`src/rtl/axil_led_pwm_ctrl.sv`:
```
// -----------------------------------------------------------------------------
// axil_led_pwm_ctrl
//   AXI4-Lite slave driving NUM_LED LED outputs. Each channel runs in OFF, ON,
//   BLINK or PWM mode. All channels are timed from one shared programmable tick
//   prescaler.
//
//   Register map (byte offset, addr[7:0] decoded, addr[1:0] ignored):
//     0x00        CTRL      bit0 EN (RW), bit1 SYNC (write-1 pulse, reads 0)
//     0x04        INFO      RO {16'h4C45, 8'd0, NUM_LED[7:0]}
//     0x08        PRESCALE  [15:0] RW
//     0x10+4*n    CHn       [1:0] MODE, [15:8] DUTY, [23:16] PERIOD
//   Unmapped offsets answer SLVERR. Reads of unmapped offsets return 0, and
//   writes to them are discarded.
//
//   Ports:
//     sys_clk, rst_n      clock, asynchronous active-low reset
//     s_axil_aw*/w*/b*    AXI-Lite write address / data / response channels
//     s_axil_ar*/r*       AXI-Lite read address / data channels
//     LED                 registered LED drive, NUM_LED bits
//
//   Optional build macro LED_ACTIVE_LOW_EN:
//     When defined, LED is the inverse of the channel state. LED resets to all
//     ones, and EN=0 forces all ones.
// -----------------------------------------------------------------------------
module axil_led_pwm_ctrl #(
    parameter int          ADDR_WIDTH   = 16,
    parameter int          DATA_WIDTH   = 32,
    parameter int          STRB_WIDTH   = 4,
    parameter int          NUM_LED      = 8,
    parameter logic [15:0] PRESCALE_RST = 16'd999
) (
    input  logic                  sys_clk,
    input  logic                  rst_n,
    input  logic [ADDR_WIDTH-1:0] s_axil_awaddr,
    input  logic [2:0]            s_axil_awprot,
    input  logic                  s_axil_awvalid,
    output logic                  s_axil_awready,
    input  logic [DATA_WIDTH-1:0] s_axil_wdata,
    input  logic [STRB_WIDTH-1:0] s_axil_wstrb,
    input  logic                  s_axil_wvalid,
    output logic                  s_axil_wready,
    output logic [1:0]            s_axil_bresp,
    output logic                  s_axil_bvalid,
    input  logic                  s_axil_bready,
    input  logic [ADDR_WIDTH-1:0] s_axil_araddr,
    input  logic [2:0]            s_axil_arprot,
    input  logic                  s_axil_arvalid,
    output logic                  s_axil_arready,
    output logic [DATA_WIDTH-1:0] s_axil_rdata,
    output logic [1:0]            s_axil_rresp,
    output logic                  s_axil_rvalid,
    input  logic                  s_axil_rready,
    output logic [NUM_LED-1:0]    LED
);

    localparam int         CH_BASE     = 4;      // word index of CH0 (0x10)
    localparam logic [1:0] RESP_OKAY   = 2'b00;
    localparam logic [1:0] RESP_SLVERR = 2'b10;
    localparam logic [1:0] MODE_ON     = 2'd1;
    localparam logic [1:0] MODE_BLINK  = 2'd2;
    localparam logic [1:0] MODE_PWM    = 2'd3;

    // Configuration registers
    logic        ctrl_en;
    logic [15:0] prescale;
    logic [1:0]  ch_mode   [NUM_LED];
    logic [7:0]  ch_duty   [NUM_LED];
    logic [7:0]  ch_period [NUM_LED];

    // Protection bits, upper address bits and wdata[31:24] carry no meaning here.
    logic unused_ok;
    assign unused_ok = ^{s_axil_awprot, s_axil_arprot, s_axil_awaddr, s_axil_araddr,
                         s_axil_wdata};

    // ------------------------------------------------------------------
    // Write decode. awready is high only in the accept cycle, and the
    // master holds address/data stable until then, so the live bus values
    // are decoded directly.
    // ------------------------------------------------------------------
    logic [5:0]         wr_word;
    logic               wr_fire;
    logic               wr_ctrl, wr_info, wr_pre;
    logic [NUM_LED-1:0] wr_ch_hit;
    logic [NUM_LED-1:0] wr_ch;
    logic               wr_hit;
    logic               sync_clr;

    assign wr_word = s_axil_awaddr[7:2];
    assign wr_fire = s_axil_awready;

    always_comb begin
        wr_ch_hit = '0;
        for (int i = 0; i < NUM_LED; i++)
            wr_ch_hit[i] = (wr_word == 6'(CH_BASE + i));
    end

    assign wr_ctrl  = wr_fire && (wr_word == 6'd0);
    assign wr_info  = wr_fire && (wr_word == 6'd1);
    assign wr_pre   = wr_fire && (wr_word == 6'd2);
    assign wr_ch    = wr_fire ? wr_ch_hit : '0;
    assign wr_hit   = wr_ctrl || wr_info || wr_pre || (|wr_ch);
    assign sync_clr = wr_ctrl && s_axil_wstrb[0] && s_axil_wdata[1];

    // ------------------------------------------------------------------
    // Read decode. This uses the register values from before the current
    // edge, so a read that coincides with a write returns the old value.
    // ------------------------------------------------------------------
    logic [5:0]  rd_word;
    logic [31:0] rd_data_nxt;
    logic        rd_err_nxt;

    assign rd_word = s_axil_araddr[7:2];

    always_comb begin
        rd_data_nxt = '0;
        rd_err_nxt  = 1'b0;
        case (rd_word)
            6'd0:    rd_data_nxt = {31'd0, ctrl_en};
            6'd1:    rd_data_nxt = {16'h4C45, 8'd0, 8'(NUM_LED)};
            6'd2:    rd_data_nxt = {16'd0, prescale};
            default: rd_err_nxt  = 1'b1;
        endcase
        for (int i = 0; i < NUM_LED; i++) begin
            if (rd_word == 6'(CH_BASE + i)) begin
                rd_data_nxt = {8'd0, ch_period[i], ch_duty[i], 6'd0, ch_mode[i]};
                rd_err_nxt  = 1'b0;
            end
        end
    end

    // ------------------------------------------------------------------
    // AXI-Lite handshakes
    // ------------------------------------------------------------------
    always_ff @(posedge sys_clk or negedge rst_n) begin
        if (!rst_n) begin
            s_axil_awready <= 1'b0;
            s_axil_wready  <= 1'b0;
            s_axil_bvalid  <= 1'b0;
            s_axil_bresp   <= RESP_OKAY;
            s_axil_arready <= 1'b0;
            s_axil_rvalid  <= 1'b0;
            s_axil_rresp   <= RESP_OKAY;
            s_axil_rdata   <= '0;
        end else begin
            if (s_axil_awready) begin
                s_axil_awready <= 1'b0;
                s_axil_wready  <= 1'b0;
                s_axil_bvalid  <= 1'b1;
                s_axil_bresp   <= wr_hit ? RESP_OKAY : RESP_SLVERR;
            end else if (s_axil_awvalid && s_axil_wvalid && !s_axil_bvalid) begin
                s_axil_awready <= 1'b1;
                s_axil_wready  <= 1'b1;
            end
            if (s_axil_bvalid && s_axil_bready)
                s_axil_bvalid <= 1'b0;

            if (s_axil_arready) begin
                s_axil_arready <= 1'b0;
                s_axil_rvalid  <= 1'b1;
                s_axil_rdata   <= rd_err_nxt ? '0 : rd_data_nxt;
                s_axil_rresp   <= rd_err_nxt ? RESP_SLVERR : RESP_OKAY;
            end else if (s_axil_arvalid && !s_axil_rvalid) begin
                s_axil_arready <= 1'b1;
            end
            if (s_axil_rvalid && s_axil_rready)
                s_axil_rvalid <= 1'b0;
        end
    end

    // ------------------------------------------------------------------
    // Register file
    // ------------------------------------------------------------------
    always_ff @(posedge sys_clk or negedge rst_n) begin
        if (!rst_n) begin
            ctrl_en  <= 1'b0;
            prescale <= PRESCALE_RST;
            for (int i = 0; i < NUM_LED; i++) begin
                ch_mode[i]   <= '0;
                ch_duty[i]   <= '0;
                ch_period[i] <= '0;
            end
        end else begin
            if (wr_ctrl && s_axil_wstrb[0])
                ctrl_en <= s_axil_wdata[0];
            if (wr_pre) begin
                if (s_axil_wstrb[0]) prescale[7:0]  <= s_axil_wdata[7:0];
                if (s_axil_wstrb[1]) prescale[15:8] <= s_axil_wdata[15:8];
            end
            for (int i = 0; i < NUM_LED; i++) begin
                if (wr_ch[i]) begin
                    if (s_axil_wstrb[0]) ch_mode[i]   <= s_axil_wdata[1:0];
                    if (s_axil_wstrb[1]) ch_duty[i]   <= s_axil_wdata[15:8];
                    if (s_axil_wstrb[2]) ch_period[i] <= s_axil_wdata[23:16];
                end
            end
        end
    end

    // ------------------------------------------------------------------
    // Tick prescaler: counts 0..prescale and ticks on the wrap cycle.
    // ------------------------------------------------------------------
    logic [15:0] pre_cnt;
    logic        tick;

    assign tick = ctrl_en && (pre_cnt == prescale);

    always_ff @(posedge sys_clk or negedge rst_n) begin
        if (!rst_n)
            pre_cnt <= '0;
        else if (!ctrl_en || wr_pre || sync_clr || tick)
            pre_cnt <= '0;
        else
            pre_cnt <= pre_cnt + 16'd1;
    end

    // ------------------------------------------------------------------
    // Per-channel timing state
    // ------------------------------------------------------------------
    logic [NUM_LED-1:0] chan_on;

    for (genvar g = 0; g < NUM_LED; g++) begin : g_ch
        logic [7:0] cnt;
        logic [7:0] phase;
        logic       blink;

        always_ff @(posedge sys_clk or negedge rst_n) begin
            if (!rst_n) begin
                cnt   <= '0;
                phase <= '0;
                blink <= 1'b0;
            end else if (!ctrl_en || sync_clr || wr_ch[g]) begin
                cnt   <= '0;
                phase <= '0;
                blink <= 1'b0;
            end else if (tick) begin
                if (ch_mode[g] == MODE_BLINK) begin
                    if (cnt == ch_period[g]) begin
                        cnt   <= '0;
                        blink <= ~blink;
                    end else begin
                        cnt <= cnt + 8'd1;
                    end
                end else if (ch_mode[g] == MODE_PWM) begin
                    phase <= phase + 8'd1;
                end
            end
        end

        assign chan_on[g] = (ch_mode[g] == MODE_ON)
                         || ((ch_mode[g] == MODE_BLINK) && blink)
                         || ((ch_mode[g] == MODE_PWM) && (phase < ch_duty[g]));
    end

    // ------------------------------------------------------------------
    // LED output register
    // ------------------------------------------------------------------
    always_ff @(posedge sys_clk or negedge rst_n) begin
`ifdef LED_ACTIVE_LOW_EN
        if (!rst_n)
            LED <= '1;
        else
            LED <= ctrl_en ? ~chan_on : '1;
`else
        if (!rst_n)
            LED <= '0;
        else
            LED <= ctrl_en ? chan_on : '0;
`endif
    end

endmodule

```
`config.mk`:
```
export PLATFORM = sky130hd
export DESIGN_NAME = axil_led_pwm_ctrl
export DESIGN_NICKNAME = d
export VERILOG_FILES = /design/src/rtl/axil_led_pwm_ctrl.sv
export SDC_FILE = /design/constraint.sdc
export NUM_CORES = 1
export LEC_CHECK = 0
export ABC_AREA = 1
export ABC_CLOCK_PERIOD_IN_PS = 2300
export BUFFER_PORTS_ARGS = -buffer_cell sky130_fd_sc_hd__buf_4
export CAP_MARGIN = 20
export CELL_PAD_IN_SITES_DETAIL_PLACEMENT = 0
export CELL_PAD_IN_SITES_GLOBAL_PLACEMENT = 1
export CORE_MARGIN = 10
export CORE_UTILIZATION = 47
export CTS_BUF_LIST = sky130_fd_sc_hd__clkbuf_8
export DETAILED_ROUTE_END_ITERATION = 10
export GPL_ROUTABILITY_DRIVEN = 0
export PLACE_DENSITY_LB_ADDON = 0.1
export SLEW_MARGIN = 40
export SYNTH_ARGS = -nofsm -noshare
export SYNTH_HDL_FRONTEND = slang
export SYNTH_SLANG_ARGS = --single-unit
```
`constraint.sdc`:
```
create_clock -name sys_clk -period 2.3 [get_ports sys_clk]
set_input_delay 0.115 -clock sys_clk [delete_from_list [all_inputs] [get_ports sys_clk]]
set_output_delay 0.115 -clock sys_clk [all_outputs]
set_load 0.03 [all_outputs]
```
==> flow_metrics.tcl <==
set metrics [dict create \
    die_h_um 230 \
    fmax_ghz 0.454 \
    initial_utilization_pct 47.8 \
    cp_cell_sequence "inv_1 > nand2_1 > nand2_1 > nor2_1 > nand2_1 > nor2_4 > buf_6 > nand4_1 > nand3_1 > nand2_1" \
    num_rows 76 \
    internal_power_w 0.0104 \
    syn_to_final_growth_pct 16.8 \
    cp_slowest_cell "dfstp_2" \
    grt_use_met1_pct 31.4 \
    met2_usage_pct 37.0 \
    synth.distinct_cells 40 \
    timing.hold.ws_ns 0.0830 \
    power_frac_comb_pct 10.6 \
    maxCapViolCount 0 \
    wl_um 62200 \
    synthesis.instances 2723 \
    synth_edf_count 0 \
    drtAntennaViolNets 0 \
    grt_max_degree 74 \
    rsz0062_at_grt "no" \
    fp.dieW_um 230 \
    synth.most_common_cell "nand2_1" \
    fillerInstances 4122 \
    cts_max_level 3 \
    powerDensity_mw_per_mm2 594 \
    grt_pass1_vias 17900 \
    clkPwrFrac_pct 43.5 \
    postLayoutCellArea_mm2 0.0241 \
    crit_arrival_ns 2.69 \
    dieArea_mm2 0.0528 \
    grt_usage_pct 23.3 \
    synth_area_leaders "dfrtp_1, nand2_1, nand3_1" \
    synth_top_family_by_area "simple AND/OR/NAND/NOR gates" \
    synth_compound_area_share_pct 7.75 \
    clock_path_buffers 3 \
    dp_cells 3370 \
    synth_warnings 0 \
    slowest_delay_ns 0.55 \
    crit_path_end_kind "flip-flop" \
    drive_above_1_share_pct 10.6 \
    drt_pass1_iterations 5 \
    slew_violations 0 \
    synth_top_area_share_pct 41.8 \
    fin_crit_ns 2.20 \
    fin_util_pct 55.8 \
    cpMostUsedCell "nand2_1" \
    yosysSeqAreaShare_pct 42.8 \
    wl_per_cell_um 17.6 \
    clock_skew_ns 0.0172 \
    setup_ws_ns 0.0955 \
    busiest_layer "met2" \
    cts_sinks 353 \
    avgViaCountPerCell 5.31 \
    place_area_mm2 0.0223 \
    antenna_found_initial 3 \
    tightest_slew_ns 0.668 \
    core_area_mm2 0.0433 \
    syn_area_per_cell_um2 7.59 \
    p_leak_nw 12.5 \
    synth_fa_ha_area_share_pct 4.42 \
    vias 18800 \
    cts_tree "yes" \
    drtIter0Drc 1464 \
    synthXorXnorAreaFrac_pct 7.03 \
    setup_violations 0 \
    gr-usage-met3_pct 4.06 \
    period_share_pct 95.8 \
    synth-seq-cells 353 \
    path_class "flip-flop to flip-flop" \
    worstPathMaxFanout 10 \
    p_seq_share_pct 45.9 \
    clock-root-buffer "clkbuf_8" \
    max-vdd-ir-drop_mv 0.417 \
    cp.required_ns 2.79 \
    setup.worst_path.start_class "flip-flop" \
    finalNonFillerCells 3537 \
    p_sw_w 0.00395 \
    nets 3056 \
    hp-class "input port to flip-flop" \
    dp_hpwl_um 45200 \
    yosys.area_share.simple_pct 30.7 \
    synth_mux_area_share_pct 0 \
    slew_headroom_pct 55.4 \
    swShare_pct 27.5 \
    synthTopCellsByCount "nand2_1, dfrtp_1, nand3_1" \
    yosysTopAreaCell "dfrtp_1" \
    io_buffers 87 \
    grt_pass1_wl_um 98600 \
    synthFlopType "dfrtp_1" \
    path_delay_family "simple AND/OR/NAND/NOR gates" \
    ys_async_sr_fraction_pct 100 \
    hold_viol 0 \
    io_pins 130 \
    clock_latency_ns 0.61 \
    cts-buffers-inserted 68 \
    drc_errors 0 \
    synth_area_mm2 0.0207 \
    dp_worst_setup_slack_ns -0.102 \
    run_status "completed" \
    path_buf_inv 2 \
    path_clk_slew_ns 0.06 \
    grt_remaining_overflow 0 \
]
[kinds of logic (layout without fill, tap and decap cells)]
family	Yosys count	in the layout
adder cells (fa/ha/maj)	73	73
buffers and inverters	369	591
AND/OR/NAND/NOR	1452	1452
AO/OA/AOI/OAI	309	309
XOR/XNOR	166	166
other	1	8
flip-flops	353	353
[layer usage]
layer,vias up,part of all wire [%]
met1,8961,46
li1,9245,-
met4,4,2.8
met3,109,5.5
met2,461,46
met5,-,0.034
[placed cells by master (no fill, tap or decap), types with 11 or more instances in the layout]
cell,instances
or2_2,14
nand4_1,121
o21a_1,12
o21ai_0,177
buf_4,150
nor2_1,223
inv_1,277
xor2_1,116
xnor2_1,50
nand2_1,744
clkbuf_8,91
dlygate4sd3_1,39
buf_12,11
ha_1,73
dfrtp_1,345
a21oi_1,88
nor2_4,15
o21ai_1,16
nand3_1,277
nor3_1,34
o22ai_1,12
[power by group through the flow]
stage | logic (W) | registers [W] | clock network (W)
finish | 0.00152 | 0.00658 | 0.00625
global route | 0.00168 | 0.00660 | 0.00669
CTS | 0.00152 | 0.00658 | 0.00641
detailed placement | 0.00146 | 0.00669 | 0
global placement | 0.00144 | 0.00668 | 0
floorplan | 0.000709 | 0.00673 | 0
[sequential cells by signal (all words and copies together), names as in the netlist, 8 cells and up]
| register | count |
|---|---|
| prescale | 16 |
| ch_period | 64 |
| LED | 8 |
| g_ch.blink | 8 |
| s_axil_rdata | 25 |
| ch_mode | 16 |
| pre_cnt | 16 |
| ch_duty | 64 |
| g_ch.cnt | 64 |
| g_ch.phase | 64 |
[stage by stage]
step | setup TNS [ns] | power, W
finish | 0 | 0.0143
global route | 0 | 0.0150
CTS | 0 | 0.0145
detailed placement | -3.82 | 0.00815
global placement | -0.893 | 0.00812
floorplan | 0 | 0.00744
[final timing paths]
check | depth (start not counted) | start | slack, ns | to
setup / recovery | 10 | prescale[7] | 0.1 | g_ch[4].cnt[7]
hold / removal | 4 | s_axil_wstrb[1] | 0.08 | ch_duty[20]
setup reg to reg | 10 | prescale[7] | 0.1 | g_ch[4].cnt[7]
hold reg to reg | 2 | s_axil_bresp[1] | 0.48 | s_axil_bresp[1]
max in group asynchronous | 4 | rst_n | 0.63 | pre_cnt[3]
min in group asynchronous | 3 | rst_n | 0.56 | ch_duty[48]
[worst min-delay path, cell delays in order]
cell,delay (ns)
buf_4,0.18
nand2_1,0.09
buf_4,0.19
o21ai_1,0.07
[area by class of cell]
type / count / area (µm²) / area share [%]
clock inverters: 28 / 116 / 0.482
well taps: 585 / 732 / 3.03
inverters: 270 / 1030 / 4.25
multi-input cells: 2007 / 10400 / 43.1
repair buffers: 202 / 1760 / 7.30
diodes: 1 / 2.50 / 0.0104
clock buffers: 91 / 1250 / 5.19
flip-flops and latches: 353 / 8840 / 36.6
[what timing repair did]
item,in CTS,in global routing
gates resized for setup,1,6
endpoints found under the hold margin,444,0
setup endpoints to repair,100,103
buffers inserted,6,2
gates cloned,0,0
hold buffers,39,0
pin swaps,4,2
Power figures use the tool's default switching activity.
